<file path="config.mk">
export PLATFORM = sky130hd
export DESIGN_NAME = lcd_int_seq
export DESIGN_NICKNAME = d
export VERILOG_FILES = /design/src/rtl/lcd_int_seq.sv
export SDC_FILE = /design/constraint.sdc
export NUM_CORES = 1
export LEC_CHECK = 0
export BUFFER_PORTS_ARGS = -buffer_cell sky130_fd_sc_hd__buf_2
export CORE_MARGIN = 5
export CORE_UTILIZATION = 40
export DETAILED_ROUTE_END_ITERATION = 7
export SKIP_LAST_GASP = 1
export SLEW_MARGIN = 40
export SYNTH_ARGS = -nofsm -noshare
export SYNTH_HDL_FRONTEND = slang
export SYNTH_SLANG_ARGS = --single-unit
</file>
<file path="constraint.sdc">
create_clock -name clk -period 4.6 [get_ports clk]
set_input_delay 0.23 -clock clk [delete_from_list [all_inputs] [get_ports clk]]
set_output_delay 0.23 -clock clk [all_outputs]
set_load 0.02 [all_outputs]
</file>
<file path="src/rtl/lcd_int_seq.sv">
// lcd_int_seq: sequential binary-to-decimal 7-segment driver.
// Converts a W-bit unsigned value to DIGITS BCD digits with double-dabble,
// one input bit per clock. Then it decodes each digit to active-high segments
// (bit6=a .. bit0=g).
// Optional feature: define LCD_INT_BLANK_EN to blank leading zero digits.
module lcd_int_seq #(
    parameter int W      = 8,
    parameter int DIGITS = 2
) (
    input  logic                  clk,
    input  logic                  reset,
    input  logic                  start,
    input  logic [W-1:0]          bin_in,
    output logic                  busy,
    output logic                  done,
    output logic                  overflow,
    output logic [4*DIGITS-1:0]   bcd_out,
    output logic [7*DIGITS-1:0]   seg_out
);
    // Handshake: start is only looked at in IDLE or DONE. When it is taken,
    // bin_in is captured on that edge. busy is high for the W shift cycles.
    // done pulses for one cycle when bcd_out/seg_out/overflow change. These
    // outputs hold until the next done pulse. start is ignored while busy.

    // Internal digit count, enough to hold any W-bit value in full.
    localparam int NI = (W + 2) / 3;
    localparam int AW = 4 * NI;
    localparam int MD = (NI > DIGITS) ? NI : DIGITS;
    // The bit counter runs 0..W-1.
    localparam int CW = (W > 1) ? $clog2(W) : 1;

    typedef enum logic [1:0] {
        S_IDLE = 2'd0,
        S_CONV = 2'd1,
        S_DONE = 2'd2
    } state_t;

    state_t                state_q, state_d;
    logic [W-1:0]          sreg_q, sreg_d;
    logic [AW-1:0]         acc_q, acc_d;
    logic [AW-1:0]         acc_adj;
    logic [CW-1:0]         cnt_q, cnt_d;

    logic [4*MD-1:0]       acc_ext;
    logic                  ovf_d;
    logic [4*DIGITS-1:0]   bcd_d;
    logic [7*DIGITS-1:0]   seg_d;
`ifdef LCD_INT_BLANK_EN
    logic                  lead_zero;
`endif

    logic                  done_q;
    logic                  ovf_q;
    logic [4*DIGITS-1:0]   bcd_q;
    logic [7*DIGITS-1:0]   seg_q;

    function automatic logic [6:0] seg7(input logic [3:0] d);
        case (d)
            4'd0:    seg7 = 7'h7E;
            4'd1:    seg7 = 7'h30;
            4'd2:    seg7 = 7'h6D;
            4'd3:    seg7 = 7'h79;
            4'd4:    seg7 = 7'h33;
            4'd5:    seg7 = 7'h5B;
            4'd6:    seg7 = 7'h5F;
            4'd7:    seg7 = 7'h70;
            4'd8:    seg7 = 7'h7F;
            4'd9:    seg7 = 7'h7B;
            default: seg7 = 7'h00;
        endcase
    endfunction

    // Register the state, the shift register, the accumulator and the bit counter.
    always_ff @(posedge clk) begin
        if (reset) begin
            state_q <= S_IDLE;
            sreg_q  <= '0;
            acc_q   <= '0;
            cnt_q   <= '0;
        end else begin
            state_q <= state_d;
            sreg_q  <= sreg_d;
            acc_q   <= acc_d;
            cnt_q   <= cnt_d;
        end
    end

    // Next state: load on start, then do one add-3/shift step per CONV cycle.
    always_comb begin
        state_d = state_q;
        sreg_d  = sreg_q;
        acc_d   = acc_q;
        cnt_d   = cnt_q;
        acc_adj = acc_q;
        for (int i = 0; i < NI; i++) begin
            if (acc_q[4*i +: 4] >= 4'd5) begin
                acc_adj[4*i +: 4] = acc_q[4*i +: 4] + 4'd3;
            end
        end
        case (state_q)
            S_IDLE: begin
                if (start) begin
                    sreg_d  = bin_in;
                    acc_d   = '0;
                    cnt_d   = '0;
                    state_d = S_CONV;
                end
            end
            S_CONV: begin
                acc_d  = (acc_adj << 1) | AW'(sreg_q[W-1]);
                sreg_d = sreg_q << 1;
                cnt_d  = cnt_q + CW'(1);
                if (cnt_q == CW'(W - 1)) begin
                    state_d = S_DONE;
                end
            end
            S_DONE: begin
                if (start) begin
                    sreg_d  = bin_in;
                    acc_d   = '0;
                    cnt_d   = '0;
                    state_d = S_CONV;
                end else begin
                    state_d = S_IDLE;
                end
            end
            default: state_d = S_IDLE;
        endcase
    end

    // From the finished accumulator, derive overflow, the visible BCD digits and the segment codes.
    always_comb begin
        acc_ext         = '0;
        acc_ext[AW-1:0] = acc_q;
        ovf_d           = 1'b0;
        for (int i = DIGITS; i < MD; i++) begin
            if (acc_ext[4*i +: 4] != 4'd0) begin
                ovf_d = 1'b1;
            end
        end
        bcd_d = '0;
        seg_d = '0;
        for (int i = 0; i < DIGITS; i++) begin
            bcd_d[4*i +: 4] = acc_ext[4*i +: 4];
            seg_d[7*i +: 7] = ovf_d ? 7'h01 : seg7(acc_ext[4*i +: 4]);
        end
`ifdef LCD_INT_BLANK_EN
        // Walk down from the top digit. Blank each digit while it and every
        // digit above it are zero. Digit 0 is always shown.
        lead_zero = 1'b1;
        for (int i = DIGITS - 1; i >= 1; i--) begin
            lead_zero = lead_zero & (acc_ext[4*i +: 4] == 4'd0);
            if (lead_zero && !ovf_d) begin
                seg_d[7*i +: 7] = 7'h00;
            end
        end
`endif
    end

    // Output registers: capture the result while leaving DONE, and pulse done for that cycle.
    always_ff @(posedge clk) begin
        if (reset) begin
            done_q <= 1'b0;
            ovf_q  <= 1'b0;
            bcd_q  <= '0;
            seg_q  <= {DIGITS{7'h7E}};
        end else begin
            done_q <= (state_q == S_DONE);
            if (state_q == S_DONE) begin
                ovf_q <= ovf_d;
                bcd_q <= bcd_d;
                seg_q <= seg_d;
            end
        end
    end

    assign busy     = (state_q == S_CONV);
    assign done     = done_q;
    assign overflow = ovf_q;
    assign bcd_out  = bcd_q;
    assign seg_out  = seg_q;

endmodule

</file>
Word level (Yosys, flattened, before mapping)
Memories as Yosys holds them, arrays and structs flattened. A register that Yosys moved wholly into a read port is not among the register bits.
Cells that the tools add are included.
Widths: inputs -> output; s select.
{ "word_totals": {"register_bits": 49, "romBits": 224, "input_bits": 11, "word_cells": 50, "memories": 2} }
{ "classes": {"add_sub_neg": 4, "n_lt_le_gt_ge": 3, "eq_ne": 6, "muxes": 20, "bitwise": 1, "reduce_logical": 6} }
{ "memory_table": {"columns": ["name", "depth", "width", "rd", "rd_ports_with_merged_regs", "write_ports", "line", "rtl"], "rows": [
  ["(no name shown)", 16, 7, 1, 1, 0, "58", "case (d)"],
  ["(no name shown)", 16, 7, 1, 1, 0, "58", null]
]} }
{ "ops": {"columns": ["cell", "count"], "rows": [
  ["$mux 4", 6],
  ["$pmux 12 s2", 1],
  ["$pmux 8 s2", 1],
  ["$mux 7", 2],
  ["$ge 4x3->1 const B", 3],
  ["$mux 12", 1],
  ["$or 12x1->12", 1],
  ["$add 4x2->4 const B", 2],
  ["$mux 8", 1],
  ["$mux 3", 2],
  ["$pmux 2 s3", 1],
  ["$pmux 3 s2", 1],
  ["$mux 2", 2],
  ["$ne 2x1->1 const B", 2],
  ["$reduce_and 2->1", 2],
  ["$reduce_bool 4->1", 1],
  ["$add 3x1->3 const B", 1],
  ["$add 3x2->3 const B", 1],
  ["$eq 3x3->1 const B", 1],
  ["$eq 2x1->1 const B", 1],
  ["$eq 2x2->1 const B", 1],
  ["$logic_not 2->1", 1],
  ["$mux 1", 2],
  ["$ne 2x2->1 const B", 1],
  ["other kinds (2)", 2]
]} }

Longest topological paths before layout
Gate-level depths: netlist (run 1).
{ "logic_depth": {"ltp_word": 6, "mapped_depth": 12, "depth_no_buf": 11} }

Worst setup path before layout (run 1)
OpenSTA, ideal clock, no wires.
{ "synth_path": {"kind": "register to register", "start": "register acc_q[1] (netlist: acc_ext[1])", "end": "register (tool-made name)", "setup_time_ns": 0.062, "t_arrival_ns": 2.423, "slack_ns": 2.115, "path_stages_with_launch": 12, "path_buffers": 1, "cell_sequence": "dfxtp_1 clkbuf_1 inv_1 ha_1 nand2b_1 a21oi_1 xnor2_1 nand2_1 a21o_1 ha_1 or4_1 nand3_1"} }
{ "synth_rtl": {"columns": ["element", "line", "rtl"], "rows": [
  ["start, declared", "40", "logic [AW-1:0] acc_q, acc_d;"],
  ["start signal, assigned", "78", "acc_q <= '0;"],
  ["start signal, assigned", "83", "acc_q <= acc_d;"]
]} }

==> results of run 1 <==
metrics by stage:
stage / cell area, sq um / utilization, % / setup slack (ns) / instances / total power [mW]
6_report: 3390 / 47.2 / 1.34 / 448 / 1.22
5_1_grt: 3390 / 47.2 / 1.08 / 448 / 1.27
4_1_cts: 3380 / 47.2 / 1.35 / 448 / 1.24
3_5_place_dp: 3140 / 43.7 / 1.38 / 432 / 0.641
3_3_place_gp: 3130 / 43.7 / 1.49 / 432 / 0.640
2_1_floorplan: 2920 / - / 2.11 / 317 / 0.625
worst max-delay path, delay by kind of cell, from the launching register on:
family / cells / cell delay (ns)
compound gates: 1 / 0.23
fa+ha+maj: 1 / 0.29
buf+inv: 1 / 0.23
flops: 1 / 0.51
simple gates: 5 / 1.93
power breakdown:
part / switching, mW / internal (mW)
clock: 0.220 / 0.373
sequential: 0.00966 / 0.556
combinational: 0.0400 / 0.0227
total: 0.269 / 0.952
routing by layer:
layer / track usage, % / share of wire (%) / vias up
met5: 0 / 0 / -
met4: 6.04 / 1.8 / 0
met3: 5.52 / 5.2 / 14
met2: 24.4 / 47 / 59
met1: 18.9 / 46 / 1083
li1: - / - / 1191
kinds of logic after synthesis:
group,share of synthesized area (%)
and+or+nand+nor,15.1
AOI/OAI and AO/OA,22.8
DFF,43.2
buffers and inverters,5.61
adders and majority gates,9.00
muxes,3.09
xor gates and xnor gates,1.20
placed cells by master, fill, tap and decap left out, types with 3 or more instances in the layout:
| cell type | count |
|---|---|
| a21oi_1 | 24 |
| buf_2 | 34 |
| ha_1 | 21 |
| bufinv_16 | 3 |
| nor3_1 | 5 |
| nand2_1 | 26 |
| a211oi_1 | 11 |
| a22oi_1 | 5 |
| inv_1 | 15 |
| a31oi_1 | 4 |
| xnor2_1 | 3 |
| a221o_1 | 12 |
| a311oi_1 | 3 |
| clkinv_2 | 3 |
| nor2_1 | 30 |
| a21o_1 | 5 |
| inv_2 | 3 |
| mux2i_1 | 9 |
| nand2b_1 | 5 |
| clkbuf_8 | 10 |
| o21ai_0 | 7 |
| nand3_1 | 10 |
| dfxtp_1 | 63 |
area by class of cell:
class | instances | area share, %
clock buffer | 10 | 4.06
clock inverter | 6 | 3.18
inverter | 19 | 2.14
multi-input combinational | 215 | 44.3
sequential | 63 | 37.2
tap | 99 | 3.66
timing repair buffer | 36 | 5.47
worst max path at each step:
stage / start / to / cells past startpoint
finish: state_q[0]$_SDFFE_PP0P_ / register / 8
detailed placement: state_q[0]$_SDFFE_PP0P_ / register / 8
floorplan: acc_ext[1]$_SDFFE_PP0N_ / register / 11
CTS: state_q[0]$_SDFFE_PP0P_ / register / 8
global placement: state_q[0]$_SDFFE_PP0P_ / register / 8
global route: state_q[0]$_SDFFE_PP0P_ / register / 8
==> results.tsv, run 1 <==
stage	metric	value	unit
yosys	synth_edf_count	0	
timing	max-slew-margin-rel	47.3	%
worst_setup_path	timing.reg2reg.setup_slack	1.34	ns
clock_network	clock_sinks	63	
cells_and_area	multi_input_area	0.00150	sq mm
drt	wl_per_cell	14.2	um
yosys	syn_area	0.00292	sq mm
cells_and_area	ff_latch_area	0.00126	sq mm
worst_setup_path	critPathArrivalTime	3.54	ns
clock_network	cts_buffers	9	
placed_design	place_congestion	0.806	
timing	hold_viol_final	0	
cells_and_area	area_growth	16.0	%
floorplan	dieArea	0.00911	sq mm
floorplan	die_w	95.4	um
grt	grt_overflow_total	0	
drt	vias	2347	
yosys	seq_area_frac_synth	43.2	%
yosys	ys_seq_elements	63	
yosys	synth_top_area_cell	dfxtp_1	
worst_setup_path	criticalPathCategory	register to register	
grt	grt_pass1_wl	10.8	mm
worst_setup_path	path_cells	nand2b_1 > inv_2 > nor2_1 > nand2_1 > a21o_1 > ha_1 > or4_1 > nand3_1	
clock_network	clock_latency	0.34	ns
floorplan	row_count	31	
worst_setup_path	timing.rr.start	state_q[0]$_SDFFE_PP0P_	
worst_setup_path	slowest_delay	0.67	ns
timing	setup_tns	0	ns
clock_network	ctsHoldBuffers	0	
drt	ant_nets	0	
hold_path	hold_path_end	sreg_q[0]$_SDFFE_PP0N_	
yosys	ys_top_cells_by_area	dfxtp_1, ha_1, a21oi_1, a221o_1, nor2_1	
yosys	synth_top_area_share	43.2	%
yosys	async_reset_ff_share	0	%
drt	drt_iter0_drc	103	
timing	finClkSkew	0.00636	ns
worst_setup_path	crit_path_start_kind	register	
drt	drc	0	
yosys	synth_common_cells	dfxtp_1, nor2_1, nand2_1	
yosys	synth_warnings	0	
worst_setup_path	cp_data_required_time	4.89	ns
timing	rsz0062_at_grt	false	
clock_network	post_cts.repair.setup_buffers	0	
placed_design	numPortBuffers	35	
outcome	status	finished clean	
grt	first_global_vias	2240	
hold_path	min_path_type	input port to register	
yosys	synth_flop_cell	dfxtp_1	
cells_and_area	num_antenna_cells	0	
grt	grt_max_degree	57	
clock_network	clockBufferDepth	2	
yosys	avgSynthCellArea	9.21	sq um
drt	drt-pass1-iter-count	4	
placed_design	dp_hpwl	4.25	mm
pwr	ir_drop	0.000171	V
floorplan	io_pins	36	
cells_and_area	layout-drive-gt1-share	18.6	%
worst_setup_path	rr_worst_depth	8	
grt	antenna_found_initial	0	
run	drv_cap	0	
clock_network	h-tree-depth	3	
clock_network	clkTransAtPathRegs	0.07	ns
pwr	power.density	360	mW/mm^2
yosys	synth_cells	317	
cells_and_area	fill_cells	711	
clock_network	cts-root-buf	clkbuf_8	
worst_setup_path	endpoint_kind	register	
timing	min_period	3.26	ns
drt	totalWireLength	6.37	mm
pwr	p_leak	1.33	nW
yosys	synth.most_common_cell	dfxtp_1	
hold_path	holdCritStartpoint	bin_in[0]	
timing	finalSetupViolations	0	
grt	grt_use_total	15.3	%
drt	post_drt_via_cell_ratio	5.24	
hold_path	hold_depth	3	
clock_network	postCtsResizedCells	0	
yosys	yosysUniqueCellTypes	51	
clock_network	cts_tree	done	
timing	max_freq	307	MHz
timing	slew_viol_final	0	
timing	holdWs	0.155	ns
timing	worst_slew_pin_slew	0.788	ns
cells_and_area	nNetsFinal	376	
worst_setup_path	crit_slowest_cell	nor2_1	
floorplan	core_area	0.00718	sq mm
timing	fin_crit_sh	70.8	%
yosys	synth_nets	349	
floorplan	start_util	40.7	%
worst_setup_path	crit_fanout	16	
floorplan	fp.dieH	95.4	um
Note: power is estimated with default switching activity, not from simulation.
==> run 2: changes to the inputs <==
==> constraint.sdc (replaced) <==
create_clock -name clk -period 3.08 [get_ports clk]
set_input_delay 0.154 -clock clk [delete_from_list [all_inputs] [get_ports clk]]
set_output_delay 0.154 -clock clk [all_outputs]
set_load 0.02 [all_outputs]
==> run 2 against run 1 <==
Register-to-register slack lost 0.82 ns; clock power increased by 39%; cell area is 0.52% higher; critical path type unchanged; sequential power up 49%; worst setup slack lost 0.82 ns; die area unchanged.
==> results.tsv, run 2 (same netlist as run 1, synthesis figures left out) <==
stage	metric	value	unit	change
timing	finClkSkew	0.00768	ns	was 0.00636 ns
worst_setup_path	crit_path_start_kind	register		unchanged
drt	post_drt_via_cell_ratio	5.19		was 5.24
drt	totalWireLength	6.32	mm	was 6.37 mm
drt	drt-pass1-iter-count	4		unchanged
timing	finalSetupViolations	0		unchanged
grt	antenna_found_initial	0		unchanged
drt	drc	0		unchanged
pwr	switching_power	0.385	mW	was 0.269 mW
placed_design	dp_hpwl	4.44	mm	was 4.25 mm
drt	drt_iter0_drc	85		was 103
timing	max-slew-margin-rel	57.3	%	was 47.3%
clock_network	postCtsResizedCells	0		unchanged
timing	min_period	2.56	ns	was 3.26 ns
floorplan	row_count	31		unchanged
pwr	p_comb_share	5.8	%	was 5.1%
worst_setup_path	rr_worst_depth	10		was 8
run	drv_cap	0		unchanged
clock_network	clock_latency	0.34	ns	about the same
placed_design	numPortBuffers	35		unchanged
worst_setup_path	critPathArrivalTime	2.84	ns	was 3.54 ns
timing	slew_viol_final	0		unchanged
cells_and_area	nNetsFinal	381		was 376
cells_and_area	final_common_cell	dfxtp_1		unchanged
pwr	p_leak	1.34	nW	was 1.33 nW
worst_setup_path	slowest_delay	0.51	ns	was 0.67 ns
pwr	power.density	520	mW/mm^2	was 360 mW/mm^2
clock_network	clkTransAtPathRegs	0.07	ns	about the same
worst_setup_path	crit_fanout	8		was 16
worst_setup_path	critPathBufInv	1		unchanged
timing	max_freq	391	MHz	was 307 MHz
cells_and_area	layout-drive-gt1-share	19.3	%	was 18.6%
worst_setup_path	timing.critical_path.mode_cell	ha_1		
pwr	p_int	1.39	mW	was 0.952 mW
worst_setup_path	timing.reg2reg.setup_slack	0.52	ns	was 1.34 ns
pwr	pwr-share-clk	46.6	%	was 48.5%
drt	wl_per_cell	14.0	um	was 14.2 um
cells_and_area	mostFrequentLayoutCells	dfxtp_1, buf_2, nor2_1		unchanged
worst_setup_path	crit_slowest_cell	or4_1		was nor2_1
grt	grt_max_degree	37		was 57
clock_network	clockBufferDepth	2		unchanged
clock_network	cts-root-buf	clkbuf_8		unchanged
floorplan	die_w	95.4	um	unchanged
worst_setup_path	endpoint_kind	register		unchanged
timing	fin_crit_sh	83.0	%	was 70.8%
placed_design	place_congestion	0.776		was 0.806
outcome	status	finished clean		unchanged
worst_setup_path	cp_data_required_time	3.36	ns	was 4.89 ns
timing	worst_slew_pin_slew	0.641	ns	was 0.788 ns
worst_setup_path	path_cells	inv_1 > ha_1 > nand2b_1 > a21oi_1 > xnor2_1 > nand2_1 > a21o_1 > ha_1 > or4_1 > nand3_1		was nand2b_1 > inv_2 > nor2_1 > nand2_1 > a21o_1 > ha_1 > or4_1 > nand3_1
floorplan	dieArea	0.00911	sq mm	unchanged
timing	setup_tns	0	ns	unchanged
worst_setup_path	criticalPathCategory	register to register		unchanged
cells_and_area	area_growth	16.6	%	was 16.0%
pwr	p_sw_share	21.8	%	was 22.1%
pwr	sequentialPowerShare	47.6	%	was 46.3%
clock_network	post_cts.repair.setup_buffers	0		unchanged
hold_path	holdCritStartpoint	bin_in[0]		unchanged
hold_path	min_path_type	input port to register		unchanged
worst_setup_path	cp_top_family	simple AND/OR/NAND/NOR gates		unchanged
clock_network	cts_tree	done		unchanged
pwr	ir_drop	0.000343	V	was 0.000171 V
hold_path	hold_depth	3		unchanged
clock_network	cts_buffers	9		unchanged
floorplan	start_util	40.7	%	unchanged
cells_and_area	final_area	0.00340	sq mm	was 0.00339 sq mm
grt	grt_pass1_wl	10.7	mm	was 10.8 mm
clock_network	ctsHoldBuffers	0		unchanged
timing	hold_viol_final	0		unchanged
hold_path	hold_path_end	sreg_q[0]$_SDFFE_PP0N_		unchanged
floorplan	core_area	0.00718	sq mm	unchanged
worst_setup_path	worst-path-stages	10		was 8
timing	rsz0062_at_grt	false		unchanged
clock_network	clock_sinks	63		unchanged
grt	grt_use_total	15.3	%	about the same
floorplan	fp.dieH	95.4	um	unchanged
grt	grt_overflow_total	0		unchanged
placed_design	postPlaceCellArea	0.00317	sq mm	was 0.00314 sq mm
cells_and_area	num_antenna_cells	0		unchanged
floorplan	io_pins	36		unchanged
drt	vias	2347		unchanged
drt	ant_nets	0		unchanged
grt	first_global_vias	2286		was 2240
worst_setup_path	timing.rr.start	acc_ext[1]$_SDFFE_PP0N_		was state_q[0]$_SDFFE_PP0P_
clock_network	h-tree-depth	3		unchanged
run 2: worst max-delay path by stage:
stage,startpoint,to,slack (ns)
floorplan,acc_ext[1]$_SDFFE_PP0N_,register,0.59
global placement,acc_ext[1]$_SDFFE_PP0N_,register,0.57
detailed placement,acc_ext[0]$_SDFFE_PP0N_,register,0.55
CTS,acc_ext[0]$_SDFFE_PP0N_,register,0.52
global route,acc_ext[0]$_SDFFE_PP0N_,register,0.28
finish,acc_ext[1]$_SDFFE_PP0N_,register,0.52
run 2: cell type report:
type                    instances  area (sq um)
clock buffers                  12           165
clock inverters                 3          65.1
fillers                       678          3770
inverters                      19          72.6
multi-input cells             215          1500
flip-flops and latches         63          1260
well taps                      99           124
repair buffers                 41           220
run 2: through the flow:
| step | instances | power (mW) | util (%) | hold WS [ns] | setup WS, ns |
|---|---|---|---|---|---|
| after floorplan | 317 | 0.933 | - | 0.315 | 0.595 |
| after global placement | 437 | 0.963 | 44.2 | 0.420 | 0.570 |
| after detailed placement | 437 | 0.965 | 44.2 | 0.433 | 0.545 |
| after CTS | 452 | 1.80 | 47.4 | 0.0897 | 0.523 |
| after global routing | 452 | 1.85 | 47.4 | 0.124 | 0.276 |
| final | 452 | 1.77 | 47.4 | 0.105 | 0.522 |
run 2: metal layers:
layer / GRT usage, % / vias up / share of wire, %
met5: 0 / - / 0
met4: 5.45 / 0 / 1.5
met3: 4.89 / 11 / 4.1
met2: 24.3 / 44 / 48
met1: 19.4 / 1096 / 47
li1: - / 1196 / -
run 2: tightest hold or removal path, stage by stage:
cell	delay [ns]
buf_2	0.09
a22oi_1	0.07
nor2_1	0.09
run 2: power groups by stage:
stage,Combinational [mW],Sequential [mW],Clock [mW]
4_1_cts,0.105,0.842,0.848
3_3_place_gp,0.103,0.860,0
5_1_grt,0.117,0.844,0.892
2_1_floorplan,0.0770,0.856,0
3_5_place_dp,0.104,0.861,0
6_report,0.103,0.843,0.825
